==> src/rtl/passcode_entry.sv <==
// rtl/passcode_entry.sv - hex keypad front-end that assembles and submits passcodes to safe_vault
module passcode_entry #(
    parameter int NUM_DIGITS   = 4,
    parameter int DIGIT_W      = 4,
    parameter int HOLD_CYCLES  = 8,
    parameter int IDLE_TIMEOUT = 1000
) (
    input  logic                              clk,
    input  logic                              reset,
    input  logic                              key_valid,
    input  logic [DIGIT_W-1:0]                key_code,
    input  logic                              key_enter,
    input  logic                              key_clear,
    input  logic                              lockout,
    output logic [NUM_DIGITS*DIGIT_W-1:0]     passcode,
    output logic                              Enter_PSW,
    output logic [$clog2(NUM_DIGITS+1)-1:0]   digit_cnt,
    output logic                              entry_err
);

    localparam int W  = NUM_DIGITS * DIGIT_W;
    localparam int CW = $clog2(NUM_DIGITS + 1);
    localparam int HW = $clog2(HOLD_CYCLES + 1);
    localparam int TW = $clog2(IDLE_TIMEOUT + 1);

    localparam logic [CW-1:0] FULL_CNT  = CW'(NUM_DIGITS);
    localparam logic [HW-1:0] HOLD_LAST = HW'(HOLD_CYCLES - 1);
    localparam logic [TW-1:0] TO_LAST   = TW'(IDLE_TIMEOUT - 1);
    localparam logic [TW-1:0] TO_MAX    = TW'(IDLE_TIMEOUT);

    typedef enum logic [2:0] {
        IDLE    = 3'd0,
        COLLECT = 3'd1,
        FULL    = 3'd2,
        SUBMIT  = 3'd3,
        LOCKED  = 3'd4
    } state_t;

    state_t        state;
    logic [HW-1:0] hold_cnt;
    logic [TW-1:0] idle_cnt;

    logic key_valid_q;
    logic key_enter_q;
    logic key_clear_q;

    logic dig_ev;
    logic ent_ev;
    logic clr_ev;

    // A held key produces a single event on its rising level
    assign dig_ev = key_valid & ~key_valid_q;
    assign ent_ev = key_enter & ~key_enter_q;
    assign clr_ev = key_clear & ~key_clear_q;

    // Key history keeps tracking in every state so a key held through lockout yields no event later
    always_ff @(posedge clk) begin
        if (reset) begin
            key_valid_q <= 1'b0;
            key_enter_q <= 1'b0;
            key_clear_q <= 1'b0;
        end else begin
            key_valid_q <= key_valid;
            key_enter_q <= key_enter;
            key_clear_q <= key_clear;
        end
    end

    // Entry FSM: lockout level beats clear, clear beats enter, enter beats digit
    always_ff @(posedge clk) begin
        if (reset) begin
            state     <= IDLE;
            passcode  <= '0;
            digit_cnt <= '0;
            Enter_PSW <= 1'b0;
            entry_err <= 1'b0;
            hold_cnt  <= '0;
            idle_cnt  <= '0;
        end else begin
            entry_err <= 1'b0;
            if (lockout) begin
                state     <= LOCKED;
                passcode  <= '0;
                digit_cnt <= '0;
                Enter_PSW <= 1'b0;
                hold_cnt  <= '0;
                idle_cnt  <= '0;
            end else begin
                case (state)
                    IDLE: begin
                        if (clr_ev) begin
                            state <= IDLE;
                        end else if (ent_ev) begin
                            entry_err <= 1'b1;
                        end else if (dig_ev) begin
                            passcode  <= W'(key_code);
                            digit_cnt <= CW'(1);
                            idle_cnt  <= '0;
                            state     <= (NUM_DIGITS == 1) ? FULL : COLLECT;
                        end
                    end
                    COLLECT: begin
                        if (clr_ev) begin
                            passcode  <= '0;
                            digit_cnt <= '0;
                            idle_cnt  <= '0;
                            state     <= IDLE;
                        end else if (ent_ev) begin
                            entry_err <= 1'b1;
                            passcode  <= '0;
                            digit_cnt <= '0;
                            idle_cnt  <= '0;
                            state     <= IDLE;
                        end else if (dig_ev) begin
                            passcode  <= (passcode << DIGIT_W) | W'(key_code);
                            digit_cnt <= digit_cnt + CW'(1);
                            idle_cnt  <= '0;
                            if (digit_cnt + CW'(1) == FULL_CNT) begin
                                state <= FULL;
                            end
                        end else if (idle_cnt == TO_LAST) begin
                            passcode  <= '0;
                            digit_cnt <= '0;
                            idle_cnt  <= '0;
                            state     <= IDLE;
                        end else if (idle_cnt != TO_MAX) begin
                            idle_cnt <= idle_cnt + TW'(1);
                        end
                    end
                    FULL: begin
                        if (clr_ev) begin
                            passcode  <= '0;
                            digit_cnt <= '0;
                            idle_cnt  <= '0;
                            state     <= IDLE;
                        end else if (ent_ev) begin
                            Enter_PSW <= 1'b1;
                            hold_cnt  <= '0;
                            idle_cnt  <= '0;
                            state     <= SUBMIT;
                        end else if (dig_ev) begin
                            entry_err <= 1'b1;
                            idle_cnt  <= '0;
                        end else if (idle_cnt == TO_LAST) begin
                            passcode  <= '0;
                            digit_cnt <= '0;
                            idle_cnt  <= '0;
                            state     <= IDLE;
                        end else if (idle_cnt != TO_MAX) begin
                            idle_cnt <= idle_cnt + TW'(1);
                        end
                    end
                    SUBMIT: begin
                        if (hold_cnt == HOLD_LAST) begin
                            Enter_PSW <= 1'b0;
                            passcode  <= '0;
                            digit_cnt <= '0;
                            hold_cnt  <= '0;
                            state     <= IDLE;
                        end else begin
                            hold_cnt <= hold_cnt + HW'(1);
                        end
                    end
                    LOCKED: begin
                        state <= IDLE;
                    end
                    default: begin
                        state <= IDLE;
                    end
                endcase
            end
        end
    end

endmodule

==> config.mk <==
export PLATFORM = sky130hd
export DESIGN_NAME = passcode_entry
export DESIGN_NICKNAME = d
export VERILOG_FILES = /design/src/rtl/passcode_entry.sv
export SDC_FILE = /design/constraint.sdc
export NUM_CORES = 1
export LEC_CHECK = 0
export CORE_ASPECT_RATIO = 1.75
export CORE_MARGIN = 2
export CORE_UTILIZATION = 45
export DETAILED_ROUTE_END_ITERATION = 6
export GPL_ROUTABILITY_DRIVEN = 1
export GPL_TIMING_DRIVEN = 0
export PLACE_DENSITY = 0.69
export SETUP_SLACK_MARGIN = 0.3
export SLEW_MARGIN = 10
export SYNTH_ARGS = -nofsm -noshare
export SYNTH_HDL_FRONTEND = slang
export SYNTH_SLANG_ARGS = --single-unit
==> constraint.sdc <==
create_clock -name clk -period 2.1 [get_ports clk]
set_clock_uncertainty 0.05 [all_clocks]
set_input_delay 0.42 -clock clk [delete_from_list [all_inputs] [get_ports clk]]
set_output_delay 0.42 -clock clk [all_outputs]
set_load 0.005 [all_outputs]
==> flow_summary.ini <==
[detailed_routing]
antenna_left = 0
detail_route.first_pass.iterations = 4
wl_per_cell_um = 15.4
remaining_drc_errors = 0
wl_um = 5000
drt-vias-per-instance = 5.69
dr.first_iter.drc_count = 28
num_vias = 1845

[clocking]
cts-hold-fix-buffers = 0
cts_max_path_buffers = 2
cts_tree = built
cts_root_buffer = clkbuf_8
numCtsBuffers = 5
clk_latency_ns = 0.29
cts-htree-levels = 2
clkTransAtPathRegs_ns = 0.08
cts.sinks = 41

[grt]
grtUsageTotal_pct = 20.9
grtUsageMet2_pct = 37.4
grt-ovfl-total = 0
grt_max_degree = 13
grt.busiest_layer = met2
use_met3_pct = 3.81
grt_pass1_vias = 1712
grt_use_met1_pct = 21.7
grt_pass1_wl_um = 7580
antenna_found_initial = 0

[worst_setup_path]
max_stage_delay_ns = 0.32
critical-path-top-delay-family = compound AO/OA/AOI/OAI gates
rrSetupSlack_ns = 0.28
critPathCaptureType = register
critPathKind = reg -> reg
r2r-end = passcode[1]
worstPathMaxFanout = 4
cp.arrival_ns = 2.00
rr_worst_depth = 7
critPathSlowestCell = o31ai_4
path_cells = and2b_4, o31ai_4, buf_4, o311ai_4, buf_6, nor3_4, o2bb2ai_1
crit_required_ns = 2.28
start_kind = register
path_buf_inv = 2
reg2reg_from = key_clear_q

[min_path]
holdPathStages = 2
hold_class = in -> reg
min_from = key_enter
min_to = key_enter_q

[die]
fp.coreArea_um2 = 4110
design.die.area_um2 = 4840
ios = 31
chipWidth_um = 53.5
initial_core_util_pct = 46.9
rows = 31
dieHeight_um = 90.6

[timing]
period_share_pct = 86.7
tns_ns = 0
worst_slew_pin_slew_ns = 0.394
setup_viol = 0
finalCriticalPeriod_ns = 1.82
rsz0062_at_grt = yes
whs_ns = 0.325
worst_slack_ns = 0.279
slew_headroom_pct = 73.6
max_freq_ghz = 0.549
maxSlewViolCount = 0
hold_viol_final = 0

[placement]
dp_hpwl_um = 3260
dp_slack_ns = -0.534
gp_congestion = 0.798
io_buffers = 30
dp.cells = 298

[yosys]
ys_ff_latch = 41
yosysWarnings = 0
synth_edf_count = 0
ys_types = 49
async_flop_share_pct = 0
synthesis.nets = 234
ys.flop_type = dfxtp_1
yosysSeqAreaShare_pct = 42.6
syn_area_um2 = 1930
avgSynthCellArea_um2 = 8.80
synth_cells = 219

[final_layout]
num_antenna_cells = 0
fin_util_pct = 68.3
drive_above_1_share_pct = 30.9
area_delta_synth_final_pct = 45.7
fin_nets = 290
final_cells = 324

[outcome]
status = completed

[power]
power_density_nw_per_um2 = 543
ir_drop_mv = 0.586
p_leak_nw = 0.968

[flow_run]
maxCapViolCount = 0
-- power breakdown --
part	switching [mW]	total [mW]	leakage [nW]	internal, mW
combinational	0.109	0.206	0.589	0.0968
clock	0.268	0.528	0.0433	0.260
sequential	0.00599	0.790	0.336	0.784
total	0.383	1.52	0.968	1.14
-- through the flow --
step | instance area [um2] | power [mW]
2_1_floorplan | 1940 | 0.895
3_3_place_gp | 2300 | 0.944
3_5_place_dp | 2300 | 0.944
4_1_cts | 2600 | 1.51
5_1_grt | 2810 | 1.57
6_report | 2810 | 1.52
-- cell usage after synthesis, drive strengths merged (5+ instances only) --
master / count / area (um2)
dfxtp: 41 / 821
nand2: 27 / 104
nor2: 16 / 60.1
o22ai: 14 / 87.6
a21oi: 10 / 50.1
o21ai: 10 / 53.8
nand3: 9 / 45.0
and3: 8 / 50.1
xor2: 7 / 61.3
a31oi: 6 / 52.6
clkbuf: 6 / 22.5
nor2b: 6 / 37.5
ha: 5 / 62.6
-- area by class of cell --
type,instances,area [um2]
Fill cell,330,1300
Multi-Input combinational cell,164,1260
Buffer,10,65.1
Sequential cell,41,835
Timing Repair Buffer,49,478
Inverter,4,15.0
Tap cell,49,61.3
Clock buffer,6,82.6
Clock inverter,1,7.51
-- state kept, by name (all words and copies together) (netlist names) --
name	count
passcode	16
idle_cnt	10
Enter_PSW	1
hold_cnt	4
state	3
key_enter_q	1
digit_cnt	3
key_clear_q	1
key_valid_q	1
entry_err	1
-- layer usage --
layer,up-vias,part of all wire (%)
met4,0,2.8
li1,908,-
met2,51,58
met3,13,2.7
met1,873,37
met5,-,0
-- layout by cell type (no fill, tap or decap), types with 8 or more instances in the layout --
cell type         n
a21oi_1           8
buf_4            14
dfxtp_2           8
nor2_1           13
dfxtp_1          32
nand3_1           9
clkdlybuf4s50_1  27
nand2_1          25
-- cells by family (layout without fill, tap and decap cells) --
logic type,Yosys count,in the layout,share of synthesized area (%)
xor gates and xnor gates,7,7,3.18
adders and majority gates,5,5,3.25
AOI/OAI and AO/OA,56,56,20.6
muxes,1,1,0.520
DFF,41,41,42.6
buffers and inverters,14,70,3.57
and+or+nand+nor,95,95,26.3
-- worst reg2reg max path, delay by kind of cell (launching register included) --
kind                   cells  cell delay [ns]
AOI/OAI and AO/OA          3             0.58
buffers and inverters      2             0.33
DFF                        1             0.31
and+or+nand+nor            2             0.48
-- worst max path at each step --
stage	slack (ns)	end	cells past startpoint	from
finish	0.28	passcode[1]	7	key_clear_q
global route	0.20	digit_cnt[0]	6	idle_cnt[5]
CTS	0.27	passcode[0]	5	reset
detailed placement	-0.53	passcode[8]	7	key_valid
global placement	-0.51	passcode[8]	7	key_valid
floorplan	0.22	passcode[7]	6	key_clear
-- what timing repair did --
action	in CTS	in global routing
buffers inserted	13	5
gates resized for setup	26	53
endpoints found under the setup margin	33	35
gates cloned	0	1
pin swaps	7	19
Power figures use the tool's default switching activity.
